==> src/rtl/controle_cronometro.sv <==
// Stopwatch run/stop/lap/clear controller: button synchronizers, tenth-of-second
// time base, seconds/tenths counters and display-freeze control for the decoder.
//
// state    | meaning
// ZERADO   | cleared, counters and prescaler at zero, waiting for start
// CONTANDO | counting, display follows live time
// VOLTA    | counting, display frozen at lap value (enable low)
// PARADO   | stopped, counters and prescaler hold, display shows stopped time
module controle_cronometro #(
  parameter int TICKS_POR_DECIMO = 5_000_000
) (
  input  logic       clk,
  input  logic       rst_n,
  input  logic       btn_inicia,
  input  logic       btn_zera,
  input  logic       btn_volta,
  output logic [9:0] seg,
  output logic [3:0] dec,
  output logic       enable,
  output logic [1:0] estado,
  output logic       estouro
);

  localparam int PW = (TICKS_POR_DECIMO > 1) ? $clog2(TICKS_POR_DECIMO) : 1;
  localparam logic [PW-1:0] PRE_MAX = PW'(TICKS_POR_DECIMO - 1);

  typedef enum logic [1:0] {
    ZERADO   = 2'b00,
    CONTANDO = 2'b01,
    VOLTA    = 2'b10,
    PARADO   = 2'b11
  } estado_t;

  estado_t st;
  logic [PW-1:0] pre;

  // bit order for all button vectors: {volta, zera, inicia}
  logic [2:0] sync1, sync2, prev, ev;
  logic [1:0] aquec;
  logic       tick;

  // Events stay blocked until the synchronizer holds real samples, so a
  // button held through reset release never looks like a fresh press.
  always_ff @(posedge clk or negedge rst_n) begin
    if (!rst_n) begin
      sync1 <= '0;
      sync2 <= '0;
      prev  <= '0;
      ev    <= '0;
      aquec <= '0;
    end else begin
      sync1 <= {btn_volta, btn_zera, btn_inicia};
      sync2 <= sync1;
      prev  <= sync2;
      ev    <= (aquec == 2'd3) ? (sync2 & ~prev) : 3'b000;
      if (aquec != 2'd3) aquec <= aquec + 2'd1;
    end
  end

  assign tick = (pre == PRE_MAX) && ((st == CONTANDO) || (st == VOLTA));

  always_ff @(posedge clk or negedge rst_n) begin
    if (!rst_n) begin
      st      <= ZERADO;
      pre     <= '0;
      seg     <= '0;
      dec     <= '0;
      enable  <= 1'b1;
      estouro <= 1'b0;
    end else begin
      estouro <= 1'b0;

      if ((st == CONTANDO) || (st == VOLTA))
        pre <= (pre == PRE_MAX) ? '0 : pre + 1'b1;

      if (tick) begin
        if (dec == 4'd9) begin
          dec <= 4'd0;
          if (seg == 10'd999) begin
            seg     <= 10'd0;
            estouro <= 1'b1;
          end else begin
            seg <= seg + 10'd1;
          end
        end else begin
          dec <= dec + 4'd1;
        end
      end

      // Inicia is valid in every state, so priority only matters for zera
      // in PARADO and for volta losing to inicia elsewhere.
      case (st)
        ZERADO: begin
          if (ev[0]) begin
            st     <= CONTANDO;
            enable <= 1'b1;
          end
        end
        CONTANDO: begin
          if (ev[0]) begin
            st     <= PARADO;
            enable <= 1'b1;
          end else if (ev[2]) begin
            st     <= VOLTA;
            enable <= 1'b0;
          end
        end
        VOLTA: begin
          if (ev[0]) begin
            st     <= PARADO;
            enable <= 1'b1;
          end else if (ev[2]) begin
            st     <= CONTANDO;
            enable <= 1'b1;
          end
        end
        PARADO: begin
          if (ev[1]) begin
            st     <= ZERADO;
            enable <= 1'b1;
            pre    <= '0;
            seg    <= '0;
            dec    <= '0;
          end else if (ev[0]) begin
            st     <= CONTANDO;
            enable <= 1'b1;
          end
        end
        default: begin
          st     <= ZERADO;
          enable <= 1'b1;
        end
      endcase
    end
  end

  assign estado = st;

endmodule

==> config.mk <==
export PLATFORM = sky130hd
export DESIGN_NAME = controle_cronometro
export DESIGN_NICKNAME = d
export VERILOG_FILES = /design/src/rtl/controle_cronometro.sv
export SDC_FILE = /design/constraint.sdc
export NUM_CORES = 1
export LEC_CHECK = 0
export CORE_ASPECT_RATIO = 0.5
export CORE_MARGIN = 3
export CORE_UTILIZATION = 52
export DETAILED_ROUTE_END_ITERATION = 10
export PLACE_DENSITY = 0.86
export SKIP_LAST_GASP = 1
export SLEW_MARGIN = 30
export SYNTH_ARGS = -nofsm -noshare
export SYNTH_HDL_FRONTEND = slang
export SYNTH_SLANG_ARGS = --single-unit
==> constraint.sdc <==
create_clock -name clk -period 2.6 [get_ports clk]
set_clock_uncertainty 0.2 [all_clocks]
set_input_delay 0.39 -clock clk [delete_from_list [all_inputs] [get_ports clk]]
set_output_delay 0.39 -clock clk [all_outputs]
set_load 0.01 [all_outputs]
==> results of run 1 <==
==> kinds of logic after synthesis <==
family | count (synthesis)
AOI/OAI and AO/OA | 39
xor gates and xnor gates | 24
adders and majority gates | 7
buffers and inverters | 22
DFF | 55
muxes | 3
and+or+nand+nor | 117
==> placed cells by master, fill, tap and decap left out, drive strengths merged, types with 2 or more instances in the layout <==
cell,instances
dfrtp,54
nor2,33
clkdlybuf4s50,21
a21oi,18
xnor2,15
nand2,12
inv,11
nand3,11
buf,11
o21ai,10
nor3,10
nand4,9
xor2,9
ha,7
and3,6
clkbuf,6
or4,6
and4,5
or3,5
nor4,4
nand4bb,3
a31oi,3
or3b,2
nand4b,2
nand2b,2
mux2i,2
and3b,2
==> synthesized netlist by cell type (all sizes together), types with 2 or more instances <==
cell / count / area [um^2]
nand4b: 2 / 17.5
and3: 6 / 37.5
and4: 5 / 43.8
nor4: 4 / 40.0
nand3: 11 / 60.1
xor2: 9 / 78.8
inv: 11 / 41.3
or4: 6 / 48.8
nand2b: 2 / 12.5
o21ai: 10 / 50.1
and3b: 2 / 17.5
xnor2: 15 / 131
dfrtp: 54 / 1350
ha: 7 / 87.6
nand4: 9 / 56.3
nor3: 10 / 50.1
nor2: 33 / 124
a21oi: 18 / 90.1
buf: 3 / 21.3
mux2i: 2 / 20.0
nand2: 12 / 45.0
a31oi: 3 / 18.8
nand4bb: 3 / 33.8
or3: 5 / 31.3
clkbuf: 8 / 30.0
or3b: 2 / 17.5
==> metal layers <==
metal	up-vias	share of wire
met1	990	0.44
li1	1009	-
met2	63	0.49
met4	0	0.020
met3	12	0.046
met5	-	0
==> per-stage QoR <==
| stage | instance area (um^2) | setup slack, ns | TNS (ns) |
|---|---|---|---|
| after global placement | 3030 | 0.144 | 0 |
| after detailed placement | 3030 | 0.114 | 0 |
| after global routing | 3140 | -0.0396 | -0.0542 |
| after CTS | 3140 | 0.0828 | 0 |
| after floorplan | 2690 | 0.0965 | 0 |
| final | 3140 | 0.0452 | 0 |
==> report_power, final <==
group	switching, mW	internal, mW	total (mW)
logic	0.253	0.219	0.472
registers	0.0678	0.938	1.01
clock network	0.283	0.218	0.501
==> registers in the layout (all words and copies together), names as in the netlist <==
signal   cells
estouro      1
enable       1
pre         23
estado       2
sync2        3
seg         10
aquec        2
sync1        3
dec          4
ev           3
prev         3
==> cell type report <==
type / instances / area [um^2]
inverter: 11 / 41.3
sequential: 55 / 1380
multi-input combinational: 190 / 1230
clock inverter: 2 / 16.3
tap: 66 / 82.6
timing repair buffer: 33 / 313
clock buffer: 6 / 82.6
fill: 334 / 1540
==> path summary, 6_finish.rpt <==
kind / start / end / slack [ns] / depth (start not counted)
worst min register to register: sync1[1]$_DFF_PN0_ / sync2[1]$_DFF_PN0_ / 0.15 / 0
max in group asynchronous: rst_n / enable$_DFFE_PN1P_ / 1.30 / 3
worst max-delay path: pre[10]$_DFF_PN0_ / seg[3]$_DFF_PN0_ / 0.05 / 6
min in group asynchronous: rst_n / pre[21]$_DFF_PN0_ / 0.25 / 2
worst max register to register: pre[10]$_DFF_PN0_ / seg[3]$_DFF_PN0_ / 0.05 / 6
worst min-delay path: sync1[1]$_DFF_PN0_ / sync2[1]$_DFF_PN0_ / 0.15 / 0
==> timing repair <==
| item | CTS | global route |
|---|---|---|
| endpoints found under the hold margin | 8 | 0 |
| setup endpoints to repair | 0 | 3 |
| resized for setup | 0 | 1 |
| hold buffers | 1 | 0 |
==> impl_metrics.json, run 1 <==
{
  "busiest_layer": "met2",
  "synthXorXnorAreaFrac": 0.0780,
  "avgSynthCellArea_um2": 10.1,
  "cts_tree": "done",
  "crit_chain": "or4_4 > nor4_4 > buf_4 > nand4b_1 > or4_1 > a21oi_1",
  "irDropWorstVdd_v": 0.000389,
  "grt_overflow": 0,
  "initial_core_util": 0.576,
  "finalCritPeriodShare": 0.983,
  "hpwl_um": 3740,
  "rsz0062_at_grt": "true",
  "maxSlewHeadroom": 0.637,
  "slowest_delay_ns": 0.57,
  "synthCells": 267,
  "antenna_found_initial": 0,
  "ys_warn_count": 0,
  "gp_congestion": 0.845,
  "num_rows": 17,
  "path_clk_slew_ns": 0.10,
  "grt_use_met2": 0.325,
  "met1_usage": 0.244,
  "synth_compound_area_frac": 0.0827,
  "cp_num_buf_inv": 1,
  "status": "finished, final reports clean",
  "ys_types": 45,
  "cp-start-kind": "register",
  "maxCapViolations": 0,
  "finalSetupViolCount": 0,
  "syn-cell-area_um2": 2690,
  "cts.path.max_buffers": 2,
  "setup.worst_path.class": "register to register",
  "synth_edf_count": 0,
  "powerDensity_nw_per_um2": 629,
  "critPathMaxFanout": 5,
  "grt_util_met3": 0.0505,
  "yosys.area_share.adder": 0.0325,
  "yosys_most_used_dff": "dfrtp_1",
  "drt_first_iter_violations": 113,
  "grtUsageTotal": 0.193,
  "drv_slew": 0,
  "cp-end-kind": "register",
  "synth_top_family_by_area": "simple AND/OR/NAND/NOR gates",
  "postRouteAntennaNets": 0,
  "die-area_um2": 6130,
  "fmax_ghz": 0.391,
  "critPathSlowestCell": "or4_4",
  "io_pins": 23,
  "area_delta_synth_final_pct": 16.7,
  "hold_class": "register to register",
  "min_period_ns": 2.55,
  "cts_setup_buffers": 0,
  "finalWirelength_um": 5280,
  "htreeDepth": 2,
  "drt_pass1_iterations": 4,
  "hold_slack_ns": 0.152,
  "die_h_um": 56.9,
  "clkLatencyLatePin_ns": 0.31,
  "drcViolationCount": 0,
  "die_x_um": 108,
  "drive_gt1_frac": 0.0909,
  "synth-simple-area-share": 0.249,
  "grt_pass1_wl_um": 9390,
  "viasPerCell": 5.71,
  "fin_nets": 308,
  "n_antenna_cell": 0,
  "grt_max_degree": 29,
  "cts-root-buf": "clkbuf_8",
  "hold_viol_final": 0,
  "leakage_nw": 1.31,
  "io_buffers": 22,
  "seq_area_frac_synth": 0.511,
  "finalNonFillerCells": 363,
  "worstPathArrival_ns": 2.60,
  "cts_num_sinks": 55,
  "power_mw": 1.98,
  "grt_pass1_vias": 2014,
  "cts_buffers": 5,
  "async_reset_ff_frac": 1.00,
  "final_core_util": 0.672,
  "avgRoutedWirePerCell_um": 14.6,
  "synth_seq_cells": 55,
  "synth.area.mux_share": 0.0116,
  "worstMarginPinSlew_ns": 0.545,
  "core_region_area_um2": 4680,
  "cp.required_ns": 2.64,
  "synthesis.nets": 279,
  "dp_cells": 354,
  "critPathTopFamily": "simple AND/OR/NAND/NOR gates",
  "vias": 2074
}
(Power assumes the default switching activity.)
==> run 2: changes to the inputs <==
- CORE_ASPECT_RATIO: 0.5 -> 0.7
- MAX_ROUTING_LAYER: unset -> met4
==> run 2 against run 1 <==
Maximum frequency down 0.18%. Clock power up 1%. Sequential share of layout area down 0.21 points. Critical endpoint unchanged.
==> impl_metrics.json, run 2 (same netlist as run 1, synthesis figures left out) <==
{
  "met1_usage": 0.265,
  "critPathTopFamily": "simple AND/OR/NAND/NOR gates",
  "status": "finished, final reports clean",
  "initial_core_util": 0.551,
  "maxCapViolations": 0,
  "cts-root-buf": "clkbuf_8",
  "cts.path.max_buffers": 2,
  "slowest_delay_ns": 0.52,
  "drt_first_iter_violations": 123,
  "n_antenna_cell": 0,
  "cp-end-kind": "register",
  "hold_class": "register to register",
  "r2r_cells": 5,
  "avgRoutedWirePerCell_um": 14.3,
  "viasPerCell": 5.53,
  "busiest_layer": "met2",
  "antenna_found_initial": 0,
  "cp.required_ns": 2.64,
  "io_buffers": 22,
  "drv_slew": 0,
  "cts_buffers": 5,
  "grt_pass1_vias": 1899,
  "cts_num_sinks": 55,
  "leakage_nw": 1.31,
  "hold_path_end": "sync2[1]$_DFF_PN0_",
  "cts_setup_buffers": 0,
  "postRouteAntennaNets": 0,
  "cts_tree": "done",
  "top_register": "pre",
  "grtUsageTotal": 0.192,
  "finalWirelength_um": 5220,
  "grt_overflow": 0,
  "finalCritPeriodShare": 0.984,
  "critPathMaxFanout": 6,
  "hpwl_um": 3670,
  "largest_reg_flops": 23,
  "crit_chain": "or3b_2 > nor4_4 > nand4b_1 > or4_1 > a21oi_1",
  "cp_num_buf_inv": 0,
  "min_period_ns": 2.56,
  "htreeDepth": 2,
  "drive_gt1_frac": 0.0909,
  "final_cell_mix": "dfrtp_1 (54), nor2_1 (33), clkdlybuf4s50_1 (21)",
  "drcViolationCount": 0,
  "finalSetupViolCount": 0,
  "clkLatencyLatePin_ns": 0.32,
  "worstMarginPinSlew_ns": 0.621,
  "final_core_util": 0.646,
  "grt_use_met2": 0.285,
  "io_pins": 23,
  "setup.worst_path.class": "register to register",
  "irDropWorstVdd_v": 0.000284,
  "vias": 2024,
  "gp_congestion": 0.857,
  "die_h_um": 66.2,
  "power_mw": 1.96,
  "maxSlewHeadroom": 0.586,
  "grt_max_degree": 31,
  "die-area_um2": 6090,
  "num_rows": 21,
  "final_common_cell": "dfrtp_1",
  "layout_setup_ws_ns": 0.0405,
  "hold_depth": 0,
  "fin_nets": 308,
  "critPathSlowestCell": "or3b_2",
  "core_region_area_um2": 4890,
  "rrSetupSlack_ns": 0.04,
  "area_delta_synth_final_pct": 17.3,
  "die_x_um": 92.0,
  "cp-start-kind": "register",
  "powerDensity_nw_per_um2": 621,
  "worstPathArrival_ns": 2.60,
  "reg2reg_to": "seg[3]$_DFF_PN0_",
  "grt_pass1_wl_um": 8820,
  "path_clk_slew_ns": 0.11,
  "worstHoldStart": "sync1[1]$_DFF_PN0_",
  "fmax_ghz": 0.391,
  "top_regs": "pre x23, seg x10, dec x4",
  "place_ws_ns": 0.0667,
  "reg2reg_from": "pre[6]$_DFF_PN0_",
  "grt_util_met3": 0.0410,
  "hold_viol_final": 0,
  "drt_pass1_iterations": 4
}
==> run 2: changes by cell type in the layout (fill, tap and decap cells not counted) <==
cell        previous run  this run
buf_4                  9         8
inv_6                  0         2
buf_12                 1         2
clkinv_4               1         0
clkinvlp_4             1         0
inv_8                  0         1
clkbuf_8               6         5
==> run 2: area by class of cell <==
class	count	area, um^2
timing repair buffer	33	325
multi-input combinational	190	1230
sequential	55	1380
inverter	11	41.3
tap	69	86.3
clock buffer	5	68.8
clock inverter	3	28.8
fill	398	1730
==> run 2: through the flow <==
step	area, um^2	cells	TNS (ns)	hold WS (ns)
finish	3160	366	0	0.159
global route	3160	366	-0.00867	0.188
CTS	3150	366	0	0.162
detailed placement	3040	357	0	0.136
global placement	3040	357	0	0.135
floorplan	2690	267	0	-0.106
==> run 2: where the power goes <==
group | switching [mW] | internal (mW)
Combinational | 0.233 | 0.218
Clock | 0.303 | 0.204
Sequential | 0.0652 | 0.938
==> run 2: worst max-delay path by stage <==
stage / cells after the start / start / endpoint / slack [ns]
CTS: 6 / pre[15]$_DFF_PN0_ / seg[7]$_DFF_PN0_ / 0.03
finish: 5 / pre[6]$_DFF_PN0_ / seg[3]$_DFF_PN0_ / 0.04
floorplan: 9 / estado[0]$_DFFE_PN0P_ / seg[2]$_DFF_PN0_ / 0.1
global placement: 6 / pre[15]$_DFF_PN0_ / seg[7]$_DFF_PN0_ / 0.13
detailed placement: 6 / pre[15]$_DFF_PN0_ / seg[7]$_DFF_PN0_ / 0.07
global route: 5 / pre[6]$_DFF_PN0_ / seg[3]$_DFF_PN0_ / -0.005
==> run 2: per-layer routing <==
layer	vias up	wire length, um
li1	1002	-
met1	968	2590
met5	-	0
met3	4	227
met2	50	2350
met4	0	44
==> run 2: repair_timing <==
item	CTS	global route
hold buffers	1	0
endpoints found under the setup margin	0	11
gates resized for setup	0	1
hold endpoints to repair	24	0
==> run 3: changes to the inputs <==
- CTS_CLUSTER_DIAMETER: unset -> 50
- HOLD_SLACK_MARGIN: unset -> 0.03
- TNS_END_PERCENT: unset -> 20
==> results of run 3 <==
Same layout as run 2: the final DEF is identical, and so are final timing and power.
==> RTL edit 1, RTL diff (settings of run 2) <==
The parameter `TICKS_POR_DECIMO` goes from 5_000_000 to 10_000_000.
--- a/src/rtl/controle_cronometro.sv
+++ b/src/rtl/controle_cronometro.sv
@@ -7,7 +7,7 @@
 // VOLTA    | counting, display frozen at lap value (enable low)
 // PARADO   | stopped, counters and prescaler hold, display shows stopped time
 module controle_cronometro #(
-  parameter int TICKS_POR_DECIMO = 5_000_000
+  parameter int TICKS_POR_DECIMO = 10_000_000
 ) (
   input  logic       clk,
   input  logic       rst_n,
Formal check against the unedited RTL: same outputs for any inputs over 10 cycles, from zero or initial values and one cycle with rst_n low; that may be too few to reach the edited logic, so the function may still have changed.
==> RTL edit 1 against run 2 <==
  * Largest cell class unchanged
  * Synthesized area increased by 5.4%
  * Wire length increased by 9.2%
  * Setup slack improved by 0.071 ns
  * Final cell count increased by 4.4%
  * Power increased by 2.0%
  * Cell area increased by 4.5%
  * Global-route usage increased by 1.7 points
  * Maximum frequency increased by 2.9%
  * Core utilization increased by 1.1 points
  * Worst hold slack got worse by 0.0016 ns
  * Sequential cell count increased by 1
==> RTL edit 1: results (changes against run 2) <==
- Status: complete, no violations
- The pin count of the biggest net entering global routing was 30 (-3.2%).
* Registers with the most flip-flops: pre: 24 flops, seg: 10 flops, dec: 4 flops
* Routed length per placed instance: 14.91 um (+4.6%)
- Synthesized-area fraction occupied by xor and xnor cells: 7.709% (-0.094 points)
- The DRC violation total after the first TritonRoute iteration was 130 (+5.7%).
* Synthesized area per cell: 10.11 sq um (+0.18%)
- The post-synthesis mux area share came to 2.511% (+1.3 points).
- Final HPWL from detailed placement: 4.197 mm (+14%)
- Drt via density: 5.644 (+2.1%)
- Fraction of the mapped netlist area in compound gates: 7.269% (-1.0 points)
* Buffers on Ports: 22 (unchanged)
- Number of antenna violations at the first check in global routing: 0 (unchanged)
- Register clock-pin slew on the reported worst setup and hold paths: 0.11 ns (about the same)
- The total cell area at the placement stage came to 3179 sq um (+4.4%).
* Max VDD drop: 0.5073 mV (+79%)
- Number of distinct standard cells referenced by the synthesized netlist: 47 (+4.4%)
* Main area contributors after synthesis: sky130_fd_sc_hd__dfrtp_1 (48%), sky130_fd_sc_hd__nor2_1 (6.1%), sky130_fd_sc_hd__xor2_1 (5.6%), sky130_fd_sc_hd__ha_1 (3.1%), sky130_fd_sc_hd__nand2_1 (2.9%)
* Clock latency on the worst-skew pair: 0.31 ns
- Sequential share of the synthesized area: 49.38% (-1.8 points)
* Max-slew headroom: 55.66% (-3.0 points)
* Worst endpoint data arrival time: 2.53 ns (-0.07 ns)
* Arithmetic-cell share of the synthesized area counting full adders, half adders and majority gates: 3.084% (-0.17 points)
- The maximum level of the CTS H-tree is 2 (unchanged).
- The critical path in this run is classified as flop to flop.
* Post-synth net total: 293 (+5.0%)
* Placed insts: 372 (+4.2%)
- By count the netlist is led by sky130_fd_sc_hd__dfrtp_1 (55), sky130_fd_sc_hd__nor2_1 (46), sky130_fd_sc_hd__nand2_1 (22).
- Overall track demand over capacity in global routing: 20.86% (+1.7 points)
- Max Fanout on Critical Path: 6 (unchanged)
- The total of fill cells in the finished design is 411 (+3.3%).
* Reg-to-reg startpoint: estado[0]
- Top cell family by delay on the critical path: simple AND/OR/NAND/NOR gates
* Total routed wirelength: 5.694 mm (+9.2%)
* Number of antenna cells inserted: 0 (unchanged)
* Net total in the final layout: 324 (+5.2%)
* Worst path slowest cell: sky130_fd_sc_hd__or4_4
* Class of the tightest hold or removal check: flop to flop
- The largest buffer count on any clock path is 2 (unchanged).
* Hold Startpoint: sync1[1]
- Share of layout cells above drive strength 1: 11.18% (+2.1 points)
- The count of final max-slew check failures is 0 (unchanged).
* Via count of the first global-routing pass: 2,166 (+14%)
- Wire length of the first global-routing pass: 10.15 mm (+15%)
- Final RePlAce weighted congestion: 0.8825 (+2.9%)
- The reported leakage power is 1.405 nW (+6.9%).
- The largest incremental delay on the critical path came to 0.52 ns (about the same).
## RTL edit 1: cells by family after synthesis
group | Yosys count
multiplexers | 7
AO/OA/AOI/OAI | 34
buffers and inverters | 18
adder cells (fa/ha/maj) | 7
flip-flops | 56
XOR/XNOR | 25
AND/OR/NAND/NOR | 134
## RTL edit 1: worst register-to-register path: stages, from the launching register on
cell and delay [ns]:
sky130_fd_sc_hd__dfrtp_1 0.43, sky130_fd_sc_hd__inv_1 0.09, sky130_fd_sc_hd__ha_1 0.30, sky130_fd_sc_hd__and3_4 0.23, sky130_fd_sc_hd__nand2_4 0.09, sky130_fd_sc_hd__or4_4 0.52
sky130_fd_sc_hd__or4_1 0.41, sky130_fd_sc_hd__a21oi_1 0.16
## RTL edit 1: where the power goes
part	total (mW)	switching [mW]	leakage, nW	internal [mW]
combinational	0.469	0.248	0.623	0.222
sequential	1.03	0.0794	0.733	0.955
clock	0.499	0.300	0.0491	0.199
total	2.00	0.627	1.41	1.38
## RTL edit 1: layout make-up
| type | instances | area share, % |
|---|---|---|
| Timing Repair Buffer | 34 | 9.704 |
| Multi-Input combinational cell | 207 | 41.39 |
| Clock inverter | 3 | 0.7961 |
| Inverter | 8 | 0.9098 |
| Sequential cell | 56 | 42.49 |
| Tap cell | 69 | 2.616 |
| Clock buffer | 5 | 2.085 |
## RTL edit 1: stage by stage
step           total power, mW  setup WS [ns]  util (%)
2_1_floorplan            1.331        0.03539         -
3_3_place_gp             1.477         0.1573     63.35
3_5_place_dp             1.504        0.07272     63.35
4_1_cts                  2.008        0.04980     65.45
5_1_grt                  2.120      0.0006637     65.77
6_report                 2.002         0.1118     65.77
## RTL edit 1: path summary, 6_finish.rpt
path                             to  slack, ns  depth (start not counted)
setup / recovery             seg[8]       0.11                          7
hold / removal             sync2[1]       0.16                          0
setup reg to reg             seg[8]       0.11                          7
hold reg to reg            sync2[1]       0.16                          0
max in group asynchronous   pre[12]       1.18                          3
min in group asynchronous    dec[2]       0.43                          2
## RTL edit 1: repair_timing
| action | in CTS | in global routing |
|---|---|---|
| endpoints found under the setup margin | 0 | 23 |
| hold endpoints to repair | 27 | 0 |
| resized for setup | 0 | 2 |
| hold buffers | 1 | 0 |
| buffers inserted | 0 | 1 |
## RTL edit 1: routing by layer
metal  track usage, %  up-vias  wire, um
li1                 -     1050         -
met1            28.26     1043      2755
met2            32.69       57      2590
met3            3.516        6       283
met4            6.486        0        65
met5                -        -         0
==> RTL edit 2, RTL diff (settings of run 2) <==
Without the edit above. Register the inputs `btn_inicia`, `btn_zera` and `btn_volta` before use, without a reset. The logic sees them one clock later.
--- a/src/rtl/controle_cronometro.sv
+++ b/src/rtl/controle_cronometro.sv
@@ -31,6 +31,16 @@
     PARADO   = 2'b11
   } estado_t;
 
+  logic btn_inicia_q;
+  logic btn_zera_q;
+  logic btn_volta_q;
+
+  always_ff @(posedge clk) begin
+    btn_inicia_q <= btn_inicia;
+    btn_zera_q   <= btn_zera;
+    btn_volta_q  <= btn_volta;
+  end
+
   estado_t st;
   logic [PW-1:0] pre;
 
@@ -49,7 +59,7 @@
       ev    <= '0;
       aquec <= '0;
     end else begin
-      sync1 <= {btn_volta, btn_zera, btn_inicia};
+      sync1 <= {btn_volta_q, btn_zera_q, btn_inicia_q};
       sync2 <= sync1;
       prev  <= sync2;
       ev    <= (aquec == 2'd3) ? (sync2 & ~prev) : 3'b000;
Check against the original RTL: not equivalent (a bounded check fails within 10 cycles, from zero or initial values and one cycle with rst_n low).
==> RTL edit 2 against run 2 <==
  * Combinational power up 2%
  * Wire length increased by 12%
  * Sequential cell count is 3 higher
  * Critical endpoint unchanged
  * Synthesized area increased by 2.2%
  * Critical path depth up 1
  * Cell area grew 6.0%
  * Setup slack better by 0.061 ns
  * Largest power group unchanged
  * Power grew 17%
  * First-iteration DRC count up 46%
  * Critical path type unchanged
==> RTL edit 2: results (changes against run 2) <==
- Status: complete, no violations
- Pre-antenna DRT Iters: 5 (+1)
- Met2 usage in global routing: 28.25% (-0.20 points)
- Share of flip-flops with an asynchronous set or reset: 94.83% (-5.2 points)
- The fraction of the mapped netlist area in adder cells came to 3.180% (-0.071 points).
* Final HPWL from detailed placement: 3.883 mm (+5.8%)
- Max VDD drop: 0.3910 mV (+38%)
- The combinational-cell power consumption is 0.458 mW (+2%).
- The routed length on met1 is 2.776 mm (+7.1%).
- Final std cells w/o fill: 383 (+4.6%)
- The post-synthesis cell count was 270 (+1.1%).
- The DRC violation total after the first TritonRoute iteration came to 179 (+46%).
- The synthesized net count is 282 (+1.1%).
- Wire length of the first global-routing pass: 9.570 mm (+8.5%)
- Placement-stage cell area: 3092 sq um (+1.6%)
* Global routing met1 resource utilization: 28.47% (+2.0 points)
- Placed insts: 360 (+0.84%)
- Filler cell count: 371 (-6.8%)
* Max incr delay on CP: 0.55 ns (+0.03 ns)
* Worst endpoint data arrival time: 2.57 ns (-0.03 ns)
* Register clock-pin slew on the reported worst setup and hold paths: 0.07 ns (-0.04 ns)
- Slew @ Worst Pin: 0.5770 ns (-0.04387 ns)
* Share of layout cells above drive strength 1: 14.01% (+4.9 points)
- The register area share after synthesis was 52.20% (+1.1 points).
* Via count of the first global-routing pass: 1,986 (+4.6%)
* Proportion of total power due to net switching: 28.75% (-1.9 points)
- After global routing, the most crowded layer is met1.
- The most critical setup path has its startpoint at pre[10].
- Final RePlAce weighted congestion: 0.8445 (-1.5%)
## RTL edit 2: final cells by class
type	count	area (sq um)	area share, %
flip-flops and latches	58	1440	43.00
multi-input cells	190	1239	36.98
repair buffers	39	357.8	10.68
clock buffers	10	127.6	3.810
well taps	69	86.33	2.578
clock inverters	6	57.56	1.718
inverters	11	41.29	1.233
## RTL edit 2: worst paths after layout
| path | endpoint | cells past startpoint | slack [ns] |
|---|---|---|---|
| max | seg[3] | 6 | 0.10 |
| min | sync1[2] | 0 | 0.13 |
| max reg2reg | seg[3] | 6 | 0.10 |
| min reg2reg | sync1[2] | 0 | 0.13 |
| max in group asynchronous | enable | 3 | 1.09 |
| min in group asynchronous | aquec[0] | 2 | 0.38 |
## RTL edit 2: kinds of logic (layout without fill, tap and decap cells)
group           Yosys count  after routing
buf+inv                  22             66
simple gates            117            117
compound gates           39             39
mux                       3              3
fa+ha+maj                 7              7
flops                    58             58
xor+xnor                 24             24
